==> config.mk <==
export PLATFORM = sky130hd
export DESIGN_NAME = lynx_bank_mapper
export DESIGN_NICKNAME = d
export VERILOG_FILES = /design/src/rtl/lynx_bank_mapper.sv
export SDC_FILE = /design/constraint.sdc
export NUM_CORES = 1
export LEC_CHECK = 0
export CAP_MARGIN = 40
export CORE_UTILIZATION = 35
export CTS_BUF_LIST = sky130_fd_sc_hd__clkbuf_4 sky130_fd_sc_hd__clkbuf_8
export DETAILED_ROUTE_END_ITERATION = 6
export DONT_BUFFER_PORTS = 1
export PLACE_DENSITY = 0.52
export SLEW_MARGIN = 20
export SYNTH_ARGS = -nofsm -noshare
export SYNTH_HDL_FRONTEND = slang
export SYNTH_SLANG_ARGS = --single-unit
==> constraint.sdc <==
create_clock -name clock -period 1.7 [get_ports clock]
set_clock_uncertainty 0.2 [all_clocks]
set_input_delay 0.255 -clock clock [delete_from_list [all_inputs] [get_ports clock]]
set_output_delay 0.255 -clock clock [all_outputs]
set_load 0.02 [all_outputs]
==> src/rtl/lynx_bank_mapper.sv <==
`default_nettype none
// ============================================================================
// Module   : lynx_bank_mapper
// Purpose  : CPU memory/IO decode for RAM, ROM and video planes, plus a
//            cycle-stealing loader port that writes downloaded bytes to RAM.
// Revision : 1.0  initial release
// ============================================================================
module lynx_bank_mapper #(
   parameter int VPLANES = 3,
   parameter int RAM_AW  = 15,
   parameter int ROM_AW  = 14
) (
   input  logic               clock,
   input  logic               reset,
   input  logic               cep,
   input  logic [15:0]        a,
   input  logic               mreq,
   input  logic               iorq,
   input  logic               wr,
   input  logic [7:0]         cpu_do,
   output logic               ram_we,
   output logic [RAM_AW-1:0]  ram_addr,
   output logic [7:0]         ram_di,
   output logic [VPLANES-1:0] plane_we,
   output logic [1:0]         plane_rsel,
   output logic [1:0]         rd_src,
   input  logic               ld_valid,
   output logic               ld_ready,
   input  logic [15:0]        ld_addr,
   input  logic [7:0]         ld_data,
   input  logic               ld_last,
   output logic               load_busy,
   output logic [15:0]        exec_addr,
   output logic               exec_set
);

   typedef enum logic [1:0] {
      S_IDLE  = 2'd0,
      S_WRITE = 2'd1,
      S_DONE  = 2'd2
   } state_t;

   localparam logic [16:0] c_rom_end = 17'(1) << ROM_AW;
   localparam logic [2:0]  c_vplanes = 3'(VPLANES);

   state_t            r_state;
   state_t            w_state_next;
   logic [7:0]        r_map;
   logic [1:0]        r_psel;
   logic [RAM_AW-1:0] r_ld_addr;
   logic [7:0]        r_ld_data;
   logic              r_ld_last;
   logic              r_first;
   logic              r_busy;
   logic [15:0]       r_exec_addr;

   logic w_io_wr;
   logic w_mem_wr;
   logic w_ld_accept;
   logic w_ld_write;
   logic w_in_rom;
   logic w_unused_map_bits;

   assign w_io_wr     = !iorq && !wr && cep;
   assign w_mem_wr    = !mreq && !wr && cep;
   assign w_ld_accept = ld_valid && (r_state == S_IDLE);
   // Loader only owns the RAM port on cep=0 cycles, when the CPU is never active.
   assign w_ld_write  = (r_state == S_WRITE) && !cep;
   assign w_in_rom    = ({1'b0, a} < c_rom_end);
   assign w_unused_map_bits = ^r_map;

   always_ff @(posedge clock or posedge reset) begin
      if (reset) begin
         r_map  <= 8'h00;
         r_psel <= 2'd0;
      end else if (w_io_wr) begin
         if (a[6:0] == 7'h7F)
            r_map <= cpu_do;
         else if (a[6:0] == 7'h7E)
            r_psel <= cpu_do[1:0];
      end
   end

   always_ff @(posedge clock or posedge reset) begin
      if (reset)
         r_state <= S_IDLE;
      else
         r_state <= w_state_next;
   end

   always_comb begin
      w_state_next = r_state;
      case (r_state)
         S_IDLE:  if (w_ld_accept) w_state_next = S_WRITE;
         S_WRITE: if (!cep) w_state_next = r_ld_last ? S_DONE : S_IDLE;
         S_DONE:  w_state_next = S_IDLE;
         default: w_state_next = S_IDLE;
      endcase
   end

   always_ff @(posedge clock or posedge reset) begin
      if (reset) begin
         r_ld_addr   <= '0;
         r_ld_data   <= 8'h00;
         r_ld_last   <= 1'b0;
         r_first     <= 1'b1;
         r_busy      <= 1'b0;
         r_exec_addr <= 16'h0000;
      end else begin
         if (w_ld_accept) begin
            r_ld_addr <= ld_addr[RAM_AW-1:0];
            r_ld_data <= ld_data;
            r_ld_last <= ld_last;
            r_busy    <= 1'b1;
            if (r_first) begin
               r_exec_addr <= ld_addr;
               r_first     <= 1'b0;
            end
         end
         if (r_state == S_DONE) begin
            r_first <= 1'b1;
            r_busy  <= 1'b0;
         end
      end
   end

   assign ram_we     = w_ld_write || (w_mem_wr && !r_map[0]);
   assign ram_addr   = w_ld_write ? r_ld_addr : a[RAM_AW-1:0];
   assign ram_di     = w_ld_write ? r_ld_data : cpu_do;
   assign plane_we   = w_mem_wr ? r_map[4 +: VPLANES] : '0;
   assign plane_rsel = ({1'b0, r_psel} < c_vplanes) ? r_psel : 2'd0;

   always_comb begin
      rd_src = 2'd0;
      if (!mreq) begin
         if (!r_map[1] && w_in_rom)
            rd_src = 2'd1;
         else if (!r_map[2])
            rd_src = 2'd2;
         else if (r_map[3])
            rd_src = 2'd3;
      end
   end

   assign ld_ready  = (r_state == S_IDLE);
   assign load_busy = r_busy;
   assign exec_addr = r_exec_addr;
   assign exec_set  = (r_state == S_DONE);

endmodule
`default_nettype wire
==> reports/metrics.yaml, run 1 <==
grt_max_degree: 31
setup_viol: 64
cpMaxStageDelayCell: "dfrtp_2"
synthesis.area_um2: 2400
rsz0062_at_grt: "true"
combinationalPowerShare: 0.343
r2r_cells: 5
leakagePower_nw: 1.57
die_w_um: 84.8
clock_latency_ps: 300
yosys-top-cells-area: "dfrtp_1 (54%), mux2_2 (33%), and2_1 (1.3%), dfstp_2 (1.1%), buf_4 (0.94%)"
worstPathArrival_ps: 1590
place_inst: 248
dieArea_um2: 7180
wl_per_cell_um: 20.4
grt_pass1_vias: 1782
stdcell_count: 300
min_from: "a[0]"
cts_max_level: 2
final_common_cell: "mux2_4"
seqPwrFrac: 0.494
totalWireLength_um: 6130
crit_family: "flip-flops"
finalCritPeriodShare: 1.20
vdd_drop_max_mv: 0.514
critical_path_peak_fanout: 8
cp-endpoint: "ram_di[4]"
path_depth: 3
row_count: 29
pwr-share-clk: 0.164
final_area_um2: 3420
clock.fmax_mhz: 489
nFillCells: 544
synthCells: 165
worstReg2RegStart: "r_state[1]"
yosysWarnings: 0
dp_hpwl_um: 3900
grt_first_pass_wirelength_um: 9520
overflow: 0
cts_root_buf: "clkbuf_8"
ys_types: 25
grt_use_total: 0.175
diodes: 0
sw_frac_of_total: 0.333
syn2layout_area_growth_pct: 42.6
dr.pass1.iters: 7
ys_seq_area_frac: 0.554
io_pins: 106
synth_top_area_cell: "dfrtp_1"
start_util: 0.369
crit_path_end_kind: "output pin"
min_period_ps: 2050
dpl_worst_slack_ps: -45.2
drive_above_1_share: 0.525
port_buffers: 0
total_power_mw: 4.52
violations: "DRC, setup timing"
synth_nets: 221
maxCapViolations: 0
p_int_mw: 3.02
r2r_slack_ps: -150
p_sw_mw: 1.51
drt_iter0_markers: 61
final_nets: 278
worst-path-buf-inv: 1
dpl-instance-area_um2: 2610
viasPerCell: 5.21
drcViolationCount: 8
antenna_found_initial: 0
startpoint_type: "flip-flop"
cts_max_path_buffers: 2
chipHeight_um: 84.8
p_per_area_nw_per_um2: 1320
slew_viol_final: 0
path_class: "reg -> out"
status: "finished with violations"
r2r_end: "exec_addr[15]"
cp.required_ps: 1240
numCtsBuffers: 5
tritoncts: "built"
vias: 1563
mostFrequentLayoutCells: "mux2_4 (56), dfrtp_1 (51), dlygate4sd3_1 (35)"
setup_slack_ps: -345
critical_path.max_stage_delay_ps: 430
place.gp.congestion: 0.767
drtAntennaViolNets: 0
clkTransAtPathRegs_ps: 90
synth_seq_cells: 53
hold_viol: 0
hp-class: "in -> reg"
crit_chain: "nor3b_4, buf_6, mux2_4"
clkSinkCount: 53
syn_area_per_cell_um2: 14.5
core_area_um2: 6490
synth_top_area_frac: 0.543
worst_pin_slew_ps: 415
slew_headroom: 0.721
fin_tns_setup_ps: -11150
crit_start: "r_state[1]"
-- per-stage QoR --
| step | utilization | hold WS, ps |
|---|---|---|
| after global placement | 0.402 | 14.0 |
| after floorplan | - | 116 |
| after CTS | 0.513 | 39.4 |
| final | 0.526 | 46.4 |
| after global routing | 0.526 | 32.0 |
| after detailed placement | 0.402 | 19.6 |
-- area by class of cell --
| type | instances | area (µm²) | area share |
|---|---|---|---|
| clock buffers | 8 | 97.6 | 0.0285 |
| inverters | 4 | 21.3 | 0.00622 |
| multi-input cells | 101 | 1250 | 0.366 |
| flip-flops and latches | 53 | 1330 | 0.389 |
| well taps | 77 | 96.3 | 0.0282 |
| repair buffers | 57 | 623 | 0.182 |
-- routing by layer --
metal  track usage  wire length, µm  vias to the layer above
met4        0.0508              115                        0
met2         0.310             3250                       68
li1              -                -                      692
met3        0.0551              362                       12
met1         0.205             2410                      791
met5             0                0                        -
-- power by group through the flow --
stage | clock (mW) | sequential (mW) | combinational (mW)
final | 0.739 | 2.23 | 1.55
after global routing | 0.834 | 2.28 | 1.65
after CTS | 0.772 | 2.22 | 1.46
after detailed placement | 0 | 2.23 | 1.09
after global placement | 0 | 2.20 | 1.05
after floorplan | 0 | 2.14 | 0.929
-- cells in the mapped netlist --
master    instances
a21o_1            1
a21oi_1           1
and2_1            5
buf_2             2
buf_4             3
buf_6             2
dfrtp_1          52
dfstp_2           1
inv_1             4
mux2_2           71
mux2i_1           1
nand2_1           1
nand2b_1          1
nand2b_2          1
nand3_1           1
nand4b_1          1
nor2_1            4
nor2b_1           3
nor3_1            3
nor3b_2           1
nor3b_4           1
nor4_1            1
o21ai_0           2
or2_2             1
or4_4             1
-- worst reg2reg max path, delay by kind of cell, from the launching register on --
family	cells	cell delay, ps
and+or+nand+nor	2	500
DFF	1	430
muxes	1	310
buffers and inverters	2	300
-- cell families (layout without fill, tap and decap cells) --
| family | after synthesis | count (layout) | synth area share |
|---|---|---|---|
| buffers and inverters | 11 | 69 | 0.0292 |
| AOI/OAI and AO/OA | 4 | 4 | 0.00939 |
| DFF | 53 | 53 | 0.554 |
| muxes | 72 | 72 | 0.338 |
| and+or+nand+nor | 25 | 25 | 0.0699 |
-- timing repair --
action,4_1_cts,5_1_grt
setup endpoints to repair,38,67
gates cloned,2,2
endpoints found under the hold margin,102,0
gates resized for setup,55,19
pin swaps,4,5
setup buffers,4,2
hold buffers,35,0
-- sequential cells by signal, summed over array words and instances (netlist names) --
register / cells
r_ld_last: 1
r_map: 7
r_ld_addr: 15
load_busy: 1
r_state: 2
r_first: 1
r_psel: 2
r_ld_data: 8
exec_addr: 16
-- worst min-delay path by stage --
| stage | cells past startpoint | to |
|---|---|---|
| finish | 2 | r_psel[0] |
| CTS | 2 | r_psel[0] |
| floorplan | 1 | exec_addr[0] |
| global placement | 2 | exec_addr[11] |
| detailed placement | 2 | r_ld_addr[12] |
| global route | 2 | r_psel[0] |
No activity file was read; power rests on OpenSTA's default activity.
==> run 2: changes to the inputs <==
--- a/config.mk
+++ b/config.mk
@@ -11,7 +11,7 @@
 export DETAILED_ROUTE_END_ITERATION = 6
 export DONT_BUFFER_PORTS = 1
 export PLACE_DENSITY = 0.52
-export SLEW_MARGIN = 20
+export SLEW_MARGIN = 15
 export SYNTH_ARGS = -nofsm -noshare
 export SYNTH_HDL_FRONTEND = slang
 export SYNTH_SLANG_ARGS = --single-unit
==> results of run 2 <==
Same layout as run 1: the final DEF is identical, and so are final timing and power.
==> run 3: changes to the inputs <==
--- a/config.mk
+++ b/config.mk
@@ -6,11 +6,11 @@
 export NUM_CORES = 1
 export LEC_CHECK = 0
 export CAP_MARGIN = 40
-export CORE_UTILIZATION = 35
+export CORE_UTILIZATION = 55
 export CTS_BUF_LIST = sky130_fd_sc_hd__clkbuf_4 sky130_fd_sc_hd__clkbuf_8
 export DETAILED_ROUTE_END_ITERATION = 6
 export DONT_BUFFER_PORTS = 1
-export PLACE_DENSITY = 0.52
+export PLACE_DENSITY = 0.74
 export SLEW_MARGIN = 15
 export SYNTH_ARGS = -nofsm -noshare
 export SYNTH_HDL_FRONTEND = slang
==> reports/metrics.yaml, run 3 (synthesized netlist as in run 1, its figures left out) <==
status: "finished with violations"
violations: "setup timing"
row_count: 23
dp_hpwl_um: 3430
cpMaxStageDelayCell: "dfrtp_2"
regArea_um2: 1330
stdcell_count: 278
path_class: "reg -> out"
nFillCells: 224
startpoint_type: "flip-flop"
p_per_area_nw_per_um2: 1310
chipHeight_um: 68.0
clkTransAtPathRegs_ps: 90
vias: 1593
hp-class: "in -> reg"
slew_viol_final: 0
drcViolationCount: 0
grt_first_pass_wirelength_um: 7850
worstReg2RegStart: "r_state[1]"
io_pins: 106
cts_max_level: 2
dpl_worst_slack_ps: -68.1
min_from: "a[0]"
drtAntennaViolNets: 0
routed.top_layer: "met4"
place_inst: 220
port_buffers: 0
start_util: 0.587
place.gp.congestion: 0.617
crit_path_end_kind: "output pin"
hold_depth: 2
dieArea_um2: 4630
drive_above_1_share: 0.526
vdd_drop_max_mv: 1.04
leakagePower_nw: 1.53
final_common_cell: "dfrtp_1"
clock_latency_ps: 310
maxCapViolations: 0
multi_input_area_um2: 1180
setup_slack_ps: -386
die_w_um: 68.0
grt_use_total: 0.242
hold-worst-slack_ps: 46.2
antenna_found_initial: 0
wirelength_met1_um: 2550
hold_viol: 0
rsz0062_at_grt: "true"
cts_root_buf: "clkbuf_8"
dr.pass1.iters: 4
drt_iter0_markers: 30
slew_headroom: 0.607
routed-wl-met2_um: 3100
numCtsBuffers: 5
worstPathArrival_ps: 1630
final_nets: 283
critical_path.max_stage_delay_ps: 440
setup_viol: 58
clock.fmax_mhz: 479
fin_tns_setup_ps: -12900
worst_pin_slew_ps: 589
tritoncts: "built"
critical_path_peak_fanout: 7
cts_max_path_buffers: 2
wl_per_cell_um: 22.2
largest_reg_flops: 16
holdPathEnd: "r_psel[0]"
mostFrequentLayoutCells: "dfrtp_1 (51), mux2_4 (40), dlygate4sd3_1 (35)"
crit_chain: "nor3b_4, buf_4, buf_8, mux2_4"
core_area_um2: 4090
r2r_cells: 6
diodes: 0
wl_met3_um: 437
min_period_ps: 2090
grt_pass1_vias: 1630
finalCritPeriodShare: 1.23
clkSinkCount: 53
grt_max_degree: 29
overflow: 0
r2r_slack_ps: -200
cp.required_ps: 1240
syn2layout_area_growth_pct: 41.8
totalWireLength_um: 6180
r2r_end: "exec_addr[10]"
viasPerCell: 5.73
-- run 3: stage by stage --
step / cell area [µm²] / power, mW / utilization
after floorplan: 2470 / 3.07 / -
after global placement: 2580 / 3.23 / 0.631
after detailed placement: 2580 / 3.28 / 0.631
after CTS: 3180 / 4.22 / 0.778
after global routing: 3400 / 4.64 / 0.832
final: 3400 / 4.45 / 0.832
-- run 3: final cells by class --
type	instances	area share
inverter	4	0.00626
sequential	53	0.391
timing repair buffer	62	0.210
clock inverter	2	0.00442
clock buffer	6	0.0225
tap	50	0.0184
multi-input combinational	101	0.347
-- run 3: critical path: cells and delay by family (launching register included) --
kind,cells,cell delay (ps)
DFF,1,440
muxes,1,340
and+or+nand+nor,1,250
buffers and inverters,2,290
-- run 3: timing repair --
item | 4_1_cts | 5_1_grt
gates cloned | 1 | 5
pin swaps | 1 | 4
gates resized for setup | 29 | 34
hold endpoints to repair | 74 | 0
hold buffers | 35 | 0
endpoints found under the setup margin | 39 | 67
setup buffers | 4 | 10
-- run 3: how the worst max path moves through the flow --
stage / from / end / slack, ps / cells past startpoint
after floorplan: r_state[0] / exec_addr[0] / -150 / 5
after global placement: r_state[1] / ram_addr[1] / -40 / 3
after detailed placement: r_state[1] / ram_di[1] / -70 / 3
after CTS: r_state[1] / ram_di[1] / -380 / 3
after global routing: r_state[1] / ram_addr[3] / -440 / 4
final: r_state[1] / ram_addr[3] / -390 / 4
-- run 3: routing by layer --
layer  track usage  up-vias
met1         0.281      801
met2         0.417       77
met4        0.0781        0
met3        0.0800       11
met5             0        -
li1              -      704
-- run 3: power by group --
| group | total, mW | switching (mW) | internal [mW] |
|---|---|---|---|
| registers | 2.22 | 0.531 | 1.69 |
| clock network | 0.711 | 0.404 | 0.307 |
| logic | 1.52 | 0.590 | 0.932 |
